## config.mk

```make
export PLATFORM = sky130hd
export DESIGN_NAME = uart_rx_param_module
export DESIGN_NICKNAME = d
export VERILOG_FILES = /design/src/rtl/uart_pkg.sv /design/src/rtl/uart_rx_bps_gen.sv /design/src/rtl/uart_rx_param_module.sv
export SDC_FILE = /design/constraint.sdc
export NUM_CORES = 1
export LEC_CHECK = 0
export CORE_AREA = 4 4 77 79
export CTS_BUF_LIST = sky130_fd_sc_hd__clkbuf_4 sky130_fd_sc_hd__clkbuf_8
export DETAILED_ROUTE_END_ITERATION = 8
export DIE_AREA = 0 0 81 83
export DONT_BUFFER_PORTS = 1
export PLACE_DENSITY_LB_ADDON = 0.08
export SLEW_MARGIN = 10
export SYNTH_ARGS = -nofsm -noshare
export SYNTH_HDL_FRONTEND = slang
export SYNTH_HIERARCHICAL = 1
export SYNTH_SLANG_ARGS = --single-unit
```

## constraint.sdc

```tcl
create_clock -name CLOCK -period 6.5 [get_ports CLOCK]
set_input_delay 1.95 -clock CLOCK [delete_from_list [all_inputs] [get_ports CLOCK]]
set_output_delay 1.95 -clock CLOCK [all_outputs]
set_load 0.03 [all_outputs]
```

## src/rtl/uart_pkg.sv

```systemverilog
// uart_pkg: state encoding, parity modes and default bit period for the UART receiver.
// The PARITY state exists only when UART_RX_PARITY_EN is defined.
package uart_pkg;

    localparam int CLK_DIV_DEFAULT = 434;

    localparam int PAR_NONE = 0;
    localparam int PAR_EVEN = 1;
    localparam int PAR_ODD  = 2;

    typedef enum logic [2:0] {
        S_IDLE   = 3'd0,
        S_START  = 3'd1,
        S_DATA   = 3'd2,
`ifdef UART_RX_PARITY_EN
        S_PARITY = 3'd3,
`endif
        S_STOP   = 3'd4
    } rx_state_e;

endpackage

```

## src/rtl/uart_rx_bps_gen.sv

```systemverilog
// uart_rx_bps_gen: bit-period counter producing a mid-bit sample strobe.
// Held at zero by clr; the strobe repeats every CLK_DIV cycles while enabled.
module uart_rx_bps_gen
    import uart_pkg::*;
#(
    parameter int CLK_DIV = CLK_DIV_DEFAULT
) (
    input  logic clk,
    input  logic rst_n,
    input  logic clr,
    input  logic en,
    output logic sample
);

    localparam int CW = $clog2(CLK_DIV);
    localparam logic [CW-1:0] LAST = CW'(CLK_DIV - 1);
    localparam logic [CW-1:0] MID  = CW'(CLK_DIV / 2 - 1);

    logic [CW-1:0] cnt_q;
    logic [CW-1:0] cnt_d;

    always_comb begin
        cnt_d = cnt_q;
        if (clr) begin
            cnt_d = '0;
        end else if (en) begin
            cnt_d = (cnt_q == LAST) ? '0 : cnt_q + CW'(1);
        end
    end

    always_ff @(posedge clk or negedge rst_n) begin
        if (!rst_n) begin
            cnt_q <= '0;
        end else begin
            cnt_q <= cnt_d;
        end
    end

    assign sample = en && !clr && (cnt_q == MID);

endmodule

```

## src/rtl/uart_rx_param_module.sv

```systemverilog
// uart_rx_param_module: parameterised UART receiver with a held, handshaked output word.
// Parity checking is compiled in only when UART_RX_PARITY_EN is defined.
module uart_rx_param_module
    import uart_pkg::*;
#(
    parameter int CLK_DIV   = CLK_DIV_DEFAULT,
    parameter int DATA_BITS = 8,
    parameter int STOP_BITS = 1,
    parameter int PARITY    = PAR_NONE
) (
    input  logic                 CLOCK,
    input  logic                 RST_n,
    input  logic                 RX_En_Sig,
    input  logic                 RXD,
    input  logic                 RX_Ready,
    output logic [DATA_BITS-1:0] RX_Data,
    output logic                 RX_Valid,
    output logic                 RX_Parity_Err,
    output logic                 RX_Frame_Err,
    output logic                 RX_Overrun,
    output logic                 RX_Busy
);

`ifdef UART_RX_PARITY_EN
    localparam int PAR_MODE = PARITY;
`endif

    logic [1:0]           sync_q;
    logic                 prev_q;
    logic                 rx_s;
    rx_state_e            state_q, state_d;
    logic [3:0]           bit_q, bit_d;
    logic [DATA_BITS-1:0] shift_q, shift_d;
    logic                 ferr_q, ferr_d;
    logic [DATA_BITS-1:0] data_q, data_d;
    logic                 valid_q, valid_d;
    logic                 oferr_q, oferr_d;
    logic                 ovr_q, ovr_d;
    logic                 done;
    logic                 sample;
    logic                 bps_clr;
`ifdef UART_RX_PARITY_EN
    logic                 perr_q, perr_d;
    logic                 operr_q, operr_d;
`endif

    assign rx_s    = sync_q[1];
    assign bps_clr = (state_q == S_IDLE);

    uart_rx_bps_gen #(
        .CLK_DIV (CLK_DIV)
    ) u_bps (
        .clk    (CLOCK),
        .rst_n  (RST_n),
        .clr    (bps_clr),
        .en     (!bps_clr),
        .sample (sample)
    );

    always_comb begin
        state_d = state_q;
        bit_d   = bit_q;
        shift_d = shift_q;
        ferr_d  = ferr_q;
        done    = 1'b0;
`ifdef UART_RX_PARITY_EN
        perr_d  = perr_q;
`endif
        unique case (state_q)
            S_IDLE: begin
                if (RX_En_Sig && prev_q && !rx_s) begin
                    state_d = S_START;
                end
            end
            S_START: begin
                if (sample) begin
                    if (rx_s) begin
                        state_d = S_IDLE;
                    end else begin
                        state_d = S_DATA;
                        bit_d   = '0;
                        ferr_d  = 1'b0;
`ifdef UART_RX_PARITY_EN
                        perr_d  = 1'b0;
`endif
                    end
                end
            end
            S_DATA: begin
                if (sample) begin
                    shift_d = {rx_s, shift_q[DATA_BITS-1:1]};
                    if (bit_q == 4'(DATA_BITS - 1)) begin
                        bit_d = '0;
`ifdef UART_RX_PARITY_EN
                        state_d = (PAR_MODE != PAR_NONE) ? S_PARITY : S_STOP;
`else
                        state_d = S_STOP;
`endif
                    end else begin
                        bit_d = bit_q + 4'd1;
                    end
                end
            end
`ifdef UART_RX_PARITY_EN
            S_PARITY: begin
                if (sample) begin
                    perr_d  = (^shift_q) ^ rx_s ^ (PAR_MODE == PAR_ODD);
                    state_d = S_STOP;
                end
            end
`endif
            S_STOP: begin
                if (sample) begin
                    if (!rx_s) begin
                        ferr_d = 1'b1;
                    end
                    if (bit_q == 4'(STOP_BITS - 1)) begin
                        done    = 1'b1;
                        state_d = S_IDLE;
                    end else begin
                        bit_d = bit_q + 4'd1;
                    end
                end
            end
            default: state_d = S_IDLE;
        endcase

        // Disabling the receiver abandons any frame in flight.
        if (!RX_En_Sig) begin
            state_d = S_IDLE;
            done    = 1'b0;
        end
    end

    always_comb begin
        data_d  = data_q;
        valid_d = valid_q;
        oferr_d = oferr_q;
        ovr_d   = 1'b0;
`ifdef UART_RX_PARITY_EN
        operr_d = operr_q;
`endif
        if (done) begin
            if (valid_q && !RX_Ready) begin
                ovr_d = 1'b1;
            end else begin
                data_d  = shift_q;
                valid_d = 1'b1;
                oferr_d = ferr_d;
`ifdef UART_RX_PARITY_EN
                operr_d = perr_q;
`endif
            end
        end else if (valid_q && RX_Ready) begin
            valid_d = 1'b0;
        end
    end

    always_ff @(posedge CLOCK or negedge RST_n) begin
        if (!RST_n) begin
            sync_q  <= 2'b11;
            prev_q  <= 1'b1;
            state_q <= S_IDLE;
            bit_q   <= '0;
            shift_q <= '0;
            ferr_q  <= 1'b0;
            data_q  <= '0;
            valid_q <= 1'b0;
            oferr_q <= 1'b0;
            ovr_q   <= 1'b0;
`ifdef UART_RX_PARITY_EN
            perr_q  <= 1'b0;
            operr_q <= 1'b0;
`endif
        end else begin
            sync_q  <= {sync_q[0], RXD};
            prev_q  <= rx_s;
            state_q <= state_d;
            bit_q   <= bit_d;
            shift_q <= shift_d;
            ferr_q  <= ferr_d;
            data_q  <= data_d;
            valid_q <= valid_d;
            oferr_q <= oferr_d;
            ovr_q   <= ovr_d;
`ifdef UART_RX_PARITY_EN
            perr_q  <= perr_d;
            operr_q <= operr_d;
`endif
        end
    end

    assign RX_Data      = data_q;
    assign RX_Valid     = valid_q;
    assign RX_Frame_Err = oferr_q;
    assign RX_Overrun   = ovr_q;
    assign RX_Busy      = (state_q != S_IDLE);

`ifdef UART_RX_PARITY_EN
    assign RX_Parity_Err = operr_q;
`else
    // Parity hardware is compiled out, so the PARITY setting has no effect.
    localparam logic PAR_ON = 1'b0 & (PARITY != PAR_NONE);
    assign RX_Parity_Err = PAR_ON;
`endif

endmodule

```

# Word-level counts from Yosys, hierarchy flattened
# Cells that the tools add are included.
dict set report classes {
  addsub 2
  eq_ne 18
  mux 32
  bitwise 1
  reduce_logical 18
}
# op n
set ops {}
lappend ops {{$mux 4} 6}
lappend ops {{$mux 3} 7}
lappend ops {{$mux 9} 2}
lappend ops {{$ne 3x3->1 const B} 6}
lappend ops {{$mux 1} 13}
lappend ops {{$ne 2x2->1 const B} 6}
lappend ops {{$pmux 3 s4} 1}
lappend ops {{$pmux 4 s3} 1}
lappend ops {{$reduce_and 6->1} 2}
lappend ops {{$add 9x1->9 const B} 1}
lappend ops {{$eq 9x8->1 const B} 1}
lappend ops {{$eq 9x9->1 const B} 1}
lappend ops {{$reduce_and 2->1} 3}
lappend ops {{$reduce_bool 3->1} 2}
lappend ops {{$logic_and 1x1->1} 5}
lappend ops {{$add 4x1->4 const B} 1}
lappend ops {{$eq 4x3->1 const B} 1}
lappend ops {{$logic_not 4->1} 1}
lappend ops {{$eq 3x1->1 const B} 1}
lappend ops {{$eq 3x2->1 const B} 1}
lappend ops {{$eq 3x3->1 const B} 1}
lappend ops {{$logic_not 1->1} 3}
lappend ops {{$logic_not 3->1} 1}
lappend ops {{$mux 2} 1}
lappend ops {{3 further kinds} 3}
dict set report totals {
  reg_bits 39
  inputBits 5
  out_inout_bits 13
}

# Depth between registers and ports, before layout
# Gate-level depths: netlist (run 1).
dict set report depth {
  ltp_word 8
  ltp_mapped 12
}

# Cells and area by module
# The synthesis (run 1) kept the hierarchy.
# module n_inst cells_per_inst area_each_um2 seq_area_each_um2
set modules_own_cells {}
lappend modules_own_cells {uart_rx_param_module 1 114 1428.9 754.5}
lappend modules_own_cells {uart_rx_bps_gen 1 62 566.8 225.2}

# Worst setup path after synthesis (run 1)
# Ideal clock, no wire load.
dict set report synth_path {
  kind {reg-to-reg}
  startpoint {register state_q[0]}
  endpoint {register data_q[0], in the netlist RX_Data[0]}
  arrival_ns 3.250
  required_time_ns 6.375
  path_slack_ns 3.125
  stages_incl_launch_ff 13
  n_path_buf 2
  period_less_slack_ns 3.375
  path_cell_list {dfrtp_1 -> clkbuf_1 -> nor3_1 -> inv_1 -> nand2b_1 -> nor2_1 -> nand3_1 -> nor4_1 -> inv_2 -> or4b_4 -> nor2b_4 -> buf_8 -> mux2_4}
}
dict set report synth_via {
  elab_chain_cells 7
  elab_cells_between_ends 8
  classes_between {1 x eq/ne; 3 x mux; 4 x reduce/logical}
}
# item line_no
set synth_rtl {}
lappend synth_rtl {{from (decl)} uart_rx_param_module.sv:31} ;# rx_state_e state_q, state_d;
lappend synth_rtl {{from (signal assigned)} uart_rx_param_module.sv:178} ;# state_q <= state_d;
lappend synth_rtl {{$logic_not 3->1} uart_rx_param_module.sv:48} ;# assign bps_clr = (state_q == S_IDLE);
lappend synth_rtl {{net bps_clr} uart_rx_param_module.sv:41} ;# logic bps_clr;
lappend synth_rtl {{$logic_not 1->1} {uart_rx_bps_gen.sv:39, uart_rx_param_module.sv:56}}
lappend synth_rtl {{$logic_and 1x1->1} uart_rx_bps_gen.sv:39} ;# assign sample = en && !clr && (cnt_q == MID);
lappend synth_rtl {{net sample} uart_rx_param_module.sv:40} ;# logic sample;
lappend synth_rtl {{$mux 1} uart_rx_param_module.sv:113} ;# if (sample) begin
lappend synth_rtl {{$mux 1} uart_rx_param_module.sv:69} ;# unique case (state_q)
lappend synth_rtl {{$mux 1} uart_rx_param_module.sv:129} ;# if (!RX_En_Sig) begin
lappend synth_rtl {{$reduce_and 2->1 (no source line)} --}
lappend synth_rtl {{to (signal assigned)} uart_rx_param_module.sv:182} ;# data_q <= data_d;
lappend synth_rtl {{to (decl)} uart_rx_param_module.sv:35} ;# logic [DATA_BITS-1:0] data_q, data_d;
# The timed path passes the listed nets, and every way through them passes these cells.
# A chain may end at the register's enable or synchronous reset.

# Worst setup path in the final report (run 1)
dict set report layout_path {
  startpoint {register state_q[0]}
  endpoint {register data_q[1], in the netlist RX_Data[1]}
}
# The elaborated chain is that of the path after synthesis.

==> flow_summary.ini, run 1 <==
[synth]
synth_edf_count = 0
ys_top_cells_by_count = dfrtp_1 (36), o21ai_0 (14), mux2_2 (10), nand2_1 (10)
syn-cell-area_um2 = 2000
ys_warn_count = 6
synth_top_area_cell = dfrtp_1
syn-mean-instance-area_um2 = 11.3
synth.area.top_cells = dfrtp_1 (45%), mux2_4 (6.8%), mux2_2 (5.6%)
postSynthNetCount = 186
seq_area_frac_synth_pct = 49.1
synthCells = 176
post-synth-top-count-cell = dfrtp_1
yosysUniqueCellTypes = 53
yosys.area.top_type_share_pct = 45.1
synthFlopType = dfrtp_1
ys_async_sr_fraction_pct = 100
yosys_register_bits = 39

[clocking]
cts_root_buf = clkbuf_8
cts.path.max_buffers = 2
cts_sinks = 39
clkTransAtPathRegs_ns = 0.09
insertion_delay_ns = 0.29
numCtsBuffers = 5
post_cts.repair.setup_buffers = 0
cts_tree = yes
holdBufCountCts = 0
post_cts_resized = 0
h-tree-depth = 2

[die]
start_util_pct = 37.4
row_count = 27
core_area_um2 = 5340
die-area_um2 = 6720
ios = 18
die_h_um = 83
die_w_um = 81

[worst_hold_path]
hold_path.class = reg2reg
hold_depth = 0

[flow_run]
drv_cap = 0

[detailed_routing]
ant_nets = 0
drc_errors = 0
wl_met2_um = 1750
drt-pass1-iter-count = 5
met1_length_um = 1790
viasPerCell = 5.27
drt_iter0_drc = 53
highest_layer = met4
totalWireLength_um = 3760
wl_per_cell_um = 15.0
dr_total_vias = 1317
wl_met3_um = 170

[finish]
nets = 187
drive_gt1_share_pct = 23.6
area_delta_synth_final_pct = 7.27
diodes = 0
instances_no_fill = 250
utilization_pct = 40.1

[sta]
fmax_mhz = 258
tns_ns = 0
finalSetupViolCount = 0
slew_headroom_pct = 43.3
rsz0062_at_grt = no
finalCritPeriodShare_pct = 59.7
finalHoldViolCount = 0
worstMarginPinSlew_ns = 0.842
slew_viol_final = 0
fin_crit_ns = 3.88
fin_skew_ns = 0.00798

[power]
fin_total_pwr_w = 0.000592
power.density_nw_per_um2 = 276
p_leak_nw = 0.939
irDropWorstVdd_uv = 130

[placement]
place_inst = 242
numPortBuffers = 0
dp_hpwl_um = 2580
gp_congestion = 0.827

[worst_setup_path]
required_ns = 6.68
rr_worst_depth = 10
path_max_fanout = 14
worstPathArrival_ns = 4.06
setup.worst_path.start_class = register
cp-end-kind = register
path_class = reg2reg

[global_routing]
grt_max_degree = 40
grt.overflow.total = 0
antenna_found_initial = 0
grt_pass1_wl_um = 6640
grt_pass1_vias = 1275
grt_util_all_layers_pct = 12.5

[run_status]
outcome = complete, no violations
[registers in the layout (all words and copies together), names as in the netlist]
register,count
RX_Data,8
shift_q,8
RX_Frame_Err,1
u_bps/cnt_q,9
RX_Overrun,1
ferr_q,1
state_q,3
prev_q,1
sync_q,2
bit_q,4
RX_Valid,1
[stage by stage]
stage / cell area (um2) / worst slack (ns) / hold WS, ns
finish: 2140 / 2.62 / 0.361
detailed placement: 2050 / 2.63 / 0.349
global route: 2140 / 2.38 / 0.371
CTS: 2140 / 2.61 / 0.362
global placement: 2050 / 2.79 / 0.349
floorplan: 2000 / 3.13 / 0.345
[critical path, stage by stage (launching register included)]
cell and delay [ns]:
dfrtp_1 0.61, nor3_1 0.19, inv_1 0.33, nand2b_1 0.19, nor2_1 0.12, nand3_1 0.08
nor4_1 0.71, inv_2 0.20, or4b_4 0.62, nor2b_4 0.37, mux2_4 0.34
[logic make-up (layout without fill, tap and decap cells)]
group | count (synthesis) | after routing | synth area share (%)
buf+inv | 15 | 17 | 3.57
fa+ha+maj | 5 | 5 | 3.13
flops | 39 | 39 | 49.1
xor+xnor | 2 | 2 | 0.878
mux | 19 | 19 | 12.4
simple gates | 61 | 61 | 19.8
compound gates | 34 | 34 | 11.0
other cells | 1 | 1 | 0.188
[per-layer routing]
metal	up-vias	track usage, %
met5	-	0
met2	20	18.2
met3	6	4.34
met4	0	4.92
li1	632	-
met1	659	17.0
[final timing paths]
check | from | endpoint | slack (ns)
worst min-delay path | sync_q[0]$_DFF_PN1_ | sync_q[1]$_DFF_PN1_ | 0.36
worst max register to register | state_q[0]$_DFFE_PN0P_ | RX_Data[1]$_DFFE_PN0P_ | 2.62
min in group asynchronous | RST_n | u_bps/cnt_q[4]$_DFFE_PN0P_ | 1.34
max in group asynchronous | RST_n | prev_q$_DFF_PN1_ | 4.98
worst min register to register | sync_q[0]$_DFF_PN1_ | sync_q[1]$_DFF_PN1_ | 0.36
worst max-delay path | state_q[0]$_DFFE_PN0P_ | RX_Data[1]$_DFFE_PN0P_ | 2.62
[layout by cell type (no fill, tap or decap), drive strengths merged, types with 2 or more instances in the layout]
master / instances
a211oi: 2
a21o: 4
a21oi: 5
a31oi: 2
and3: 2
clkbuf: 5
clkinvlp: 2
dfrtp: 36
dfstp: 3
ha: 5
inv: 10
mux2: 19
nand2: 10
nand2b: 5
nand3: 5
nand3b: 2
nor2: 10
nor2b: 2
nor3: 4
nor3b: 4
nor4b: 2
o21ai: 14
o2bb2ai: 2
or3b: 4
or4b: 2
[cell type report]
| type | count | area, um2 |
|---|---|---|
| Fill cell | 553 | 3200 |
| Multi-Input combinational cell | 122 | 945 |
| Clock buffer | 5 | 68.8 |
| Tap cell | 72 | 90.1 |
| Inverter | 9 | 33.8 |
| Sequential cell | 39 | 980 |
| Clock inverter | 3 | 23.8 |
[where the power goes]
part,switching (W),internal [W]
Combinational,0.0000851,0.0000537
Clock,0.0000934,0.0000767
Sequential,0.0000281,0.000255
No activity file was read; power rests on OpenSTA's default activity.
==> run 2, diff against run 1 <==
==> constraint.sdc (replaced) <==
create_clock -name CLOCK -period 3.93 [get_ports CLOCK]
set_input_delay 1.179 -clock CLOCK [delete_from_list [all_inputs] [get_ports CLOCK]]
set_output_delay 1.179 -clock CLOCK [all_outputs]
set_load 0.03 [all_outputs]
==> flow_summary.ini, run 2 (same netlist as run 1, synthesis figures left out) <==
[global_routing]
grt.overflow.total = 0
antenna_found_initial = 0
grt_pass1_vias = 1319
grt_pass1_wl_um = 6390
grt_max_degree = 40
grt_util_all_layers_pct = 12.0

[finish]
diodes = 0
final_area_um2 = 2180
layout_common_cells = dfrtp_1 (36), o21ai_0 (14), mux2_2 (10), nand2_1 (10)
top_register = u_bps/cnt_q
largest_reg_flops = 9
nets = 189
drive_gt1_share_pct = 24.4
mostFrequentLayoutCell = dfrtp_1
area_delta_synth_final_pct = 9.03
instances_no_fill = 252

[detailed_routing]
wl_per_cell_um = 14.6
viasPerCell = 5.19
drt_iter0_drc = 49
totalWireLength_um = 3680
ant_nets = 0
drc_errors = 0
drt-pass1-iter-count = 4
dr_total_vias = 1307

[clocking]
cts_tree = yes
cts_sinks = 39
numCtsBuffers = 5
post_cts_resized = 0
post_cts.repair.setup_buffers = 0
h-tree-depth = 2
insertion_delay_ns = 0.29
cts_root_buf = clkbuf_8
holdBufCountCts = 0
cts.path.max_buffers = 2
clkTransAtPathRegs_ns = 0.08

[flow_run]
drv_cap = 0

[power]
power.density_nw_per_um2 = 480
comb_power_share_pct = 23.1
internal_power_w = 0.000708
p_sw_share_pct = 32.2
p_leak_nw = 0.967
power_frac_seq_pct = 44.5
irDropWorstVdd_uv = 208
clock_power_share_pct = 32.4
p_switching_w = 0.000336

[worst_hold_path]
hold_path.class = reg2reg

[sta]
fin_crit_ns = 3.33
fin_skew_ns = 0.00497
worstMarginPinSlew_ns = 0.610
holdWs_ns = 0.359
rsz0062_at_grt = no
slew_headroom_pct = 59.0
finalHoldViolCount = 0
slew_viol_final = 0
fmax_mhz = 301
tns_ns = 0
finalSetupViolCount = 0
finalCritPeriodShare_pct = 84.7

[placement]
place_inst = 244
numPortBuffers = 0
dp_hpwl_um = 2560
dpl_cell_area_um2 = 2060
gp_congestion = 0.822

[die]
ios = 18
die-area_um2 = 6720
start_util_pct = 37.4
row_count = 27
die_w_um = 81
core_area_um2 = 5340
die_h_um = 83

[worst_setup_path]
path_class = reg2reg
path_max_fanout = 14
r2r_slack_ns = 0.60
worstPathArrival_ns = 3.51
cp-end-kind = register
setup.worst_path.start_class = register
required_ns = 4.11

[run_status]
outcome = complete, no violations
==> run 2: cell count changes in the layout (fill, tap and decap cells not counted) <==
cell / before / now
buf_4: 0 / 2
bufinv_16: 0 / 1
clkinv_2: 0 / 1
clkinv_4: 0 / 1
clkinvlp_4: 2 / 0
inv_6: 1 / 0
==> run 2: path summary, 6_finish.rpt <==
| path | startpoint | endpoint | cells after the start |
|---|---|---|---|
| worst max-delay path | state_q[0]$_DFFE_PN0P_ | RX_Data[1]$_DFFE_PN0P_ | 12 |
| worst min-delay path | sync_q[0]$_DFF_PN1_ | sync_q[1]$_DFF_PN1_ | 0 |
| worst max register to register | state_q[0]$_DFFE_PN0P_ | RX_Data[1]$_DFFE_PN0P_ | 12 |
| worst min register to register | sync_q[0]$_DFF_PN1_ | sync_q[1]$_DFF_PN1_ | 0 |
| max in group asynchronous | RST_n | sync_q[1]$_DFF_PN1_ | 0 |
| min in group asynchronous | RST_n | u_bps/cnt_q[7]$_DFFE_PN0P_ | 0 |
==> run 2: final cells by class <==
class | instances | area (um2)
Clock inverter | 3 | 43.8
Timing Repair Buffer | 2 | 15.0
Sequential cell | 39 | 980
Multi-Input combinational cell | 122 | 945
Inverter | 9 | 33.8
Clock buffer | 5 | 68.8
Tap cell | 72 | 90.1
Fill cell | 554 | 3160
==> run 2: worst max-delay path, cell delays in order, from the launching register on <==
cell and delay, ns:
dfrtp_1 0.58, nor3_1 0.20, inv_1 0.09, buf_4 0.18, nand2b_1 0.14, nor2_1 0.11
nand3_1 0.08, nor4_1 0.27, buf_4 0.19, inv_2 0.07, or4b_4 0.58, nor2b_4 0.37
mux2_4 0.33
==> run 2: power by group through the flow <==
stage / clock, W / combinational, W / sequential, W
global route: 0.000370 / 0.000274 / 0.000472
CTS: 0.000351 / 0.000244 / 0.000465
detailed placement: 0 / 0.000242 / 0.000473
floorplan: 0 / 0.000210 / 0.000446
finish: 0.000339 / 0.000241 / 0.000465
global placement: 0 / 0.000242 / 0.000472
==> run 2: metal layers <==
layer	global-route usage (%)	wire (um)	up-vias
li1	-	-	634
met1	16.4	1790	655
met2	17.6	1710	13
met3	3.90	121	5
met4	4.15	54	0
met5	0	0	-
==> run 2: metrics by stage <==
stage          util [%]  power (W)  setup WS, ns
4_1_cts            40.8    0.00106         0.558
6_report           40.8    0.00104         0.602
2_1_floorplan         -   0.000656         0.555
3_5_place_dp       38.7   0.000714         0.594
5_1_grt            40.8    0.00112         0.348
3_3_place_gp       38.7   0.000714         0.683
==> run 3, diff against run 2 <==
==> constraint.sdc (replaced) <==
create_clock -name CLOCK -period 2.8 [get_ports CLOCK]
set_input_delay 0.84 -clock CLOCK [delete_from_list [all_inputs] [get_ports CLOCK]]
set_output_delay 0.84 -clock CLOCK [all_outputs]
set_load 0.03 [all_outputs]
==> flow_summary.ini, run 3 (same netlist as run 1, synthesis figures left out) <==
[detailed_routing]
dr_total_vias = 1298
drt-pass1-iter-count = 6
wl_per_cell_um = 14.7
wl_met3_um = 155
wl_met2_um = 1740
highest_layer = met4
ant_nets = 0
drt_iter0_drc = 60
totalWireLength_um = 3770
drc_errors = 0
met1_length_um = 1840
viasPerCell = 5.07

[die]
ios = 18
start_util_pct = 37.4
die_h_um = 83
die_w_um = 81
core_area_um2 = 5340
row_count = 27
die-area_um2 = 6720

[placement]
numPortBuffers = 0
gp_congestion = 0.775
dp_hpwl_um = 2620
dpl_cell_area_um2 = 2100

[clocking]
cts_tree = yes
h-tree-depth = 2
cts_root_buf = clkbuf_8
holdBufCountCts = 0
insertion_delay_ns = 0.29
numCtsBuffers = 5
post_cts.repair.setup_buffers = 0
post_cts_resized = 0
clkTransAtPathRegs_ns = 0.08
cts_sinks = 39
cts.path.max_buffers = 2

[sta]
finalCritPeriodShare_pct = 91.3
fmax_mhz = 391
tns_ns = 0
fin_crit_ns = 2.56
rsz0062_at_grt = no
finalHoldViolCount = 0
fin_skew_ns = 0.00443
slew_viol_final = 0
finalSetupViolCount = 0
holdWs_ns = 0.238
slew_headroom_pct = 54.7
worstMarginPinSlew_ns = 0.674

[global_routing]
grt.overflow.total = 0
grt_util_all_layers_pct = 12.0
antenna_found_initial = 0
grt_pass1_wl_um = 6410
grt_max_degree = 40
grt_pass1_vias = 1281

[power]
power.density_nw_per_um2 = 702
p_leak_nw = 1.00
fin_total_pwr_w = 0.00158
irDropWorstVdd_uv = 297

[worst_setup_path]
endpoint = RX_Data[5]$_DFFE_PN0P_
rr_worst_depth = 10
timing.rr.end = RX_Data[5]$_DFFE_PN0P_
reg2reg_from = state_q[2]$_DFFE_PN0P_
setup.worst_path.start = state_q[2]$_DFFE_PN0P_
setup.worst_path.start_class = register
path_class = reg2reg
worstPathArrival_ns = 2.73
path_max_fanout = 9
required_ns = 2.97
r2r_slack_ns = 0.24
cp-end-kind = register

[finish]
top_register = u_bps/cnt_q
nets = 193
area_delta_synth_final_pct = 13.1
utilization_pct = 42.3
layout_common_cells = dfrtp_1 (36), o21ai_0 (14), mux2_2 (10), nand2_1 (10)
diodes = 0
largest_reg_flops = 9
drive_gt1_share_pct = 27.2
final_area_um2 = 2260
mostFrequentLayoutCell = dfrtp_1

[flow_run]
drv_cap = 0

[worst_hold_path]
hold_path.class = in2async

[run_status]
outcome = complete, no violations
run 3: per-stage QoR:
stage | instances | setup slack (ns)
finish | 256 | 0.245
global route | 256 | 0.0622
CTS | 255 | 0.0971
detailed placement | 247 | 0.121
global placement | 247 | 0.171
floorplan | 176 | 0.00197
run 3: report_power, final:
group          switching [W]  internal [W]
Combinational       0.000244      0.000154
Clock               0.000197      0.000366
Sequential         0.0000305      0.000592
run 3: layout make-up:
class                           instances  area (um2)
Sequential cell                        39         980
Clock buffer                            6        76.3
Timing Repair Buffer                    6        57.6
Multi-Input combinational cell        122         960
Tap cell                               72        90.1
Fill cell                             544        3080
Clock inverter                          2        60.1
Inverter                                9        33.8
run 3: worst min-delay path by stage:
stage / to / slack (ns) / depth (start not counted)
after floorplan: sync_q[1]$_DFF_PN1_ / 0.35 / 0
after global placement: sync_q[1]$_DFF_PN1_ / 0.35 / 0
after detailed placement: sync_q[1]$_DFF_PN1_ / 0.35 / 0
after CTS: bit_q[3]$_DFFE_PN0P_ / 0.23 / 0
after global routing: bit_q[0]$_DFFE_PN0P_ / 0.22 / 0
final: state_q[2]$_DFFE_PN0P_ / 0.24 / 0
run 3: worst max-delay path, cell delays in order, from the launching register on:
cell and delay (ns):
dfrtp_1 0.36, nor3_1 0.12, nand2b_1 0.22, nor2_1 0.11
nand3_1 0.12, nor4_4 0.19, inv_2 0.13, or4b_4 0.59
nor2b_4 0.15, buf_12 0.15, mux2_4 0.30
run 3: per-layer routing:
layer	vias up	global-route usage, %
met1	625	16.3
met5	-	0
met4	0	4.61
li1	645	-
met3	7	3.69
met2	21	17.8
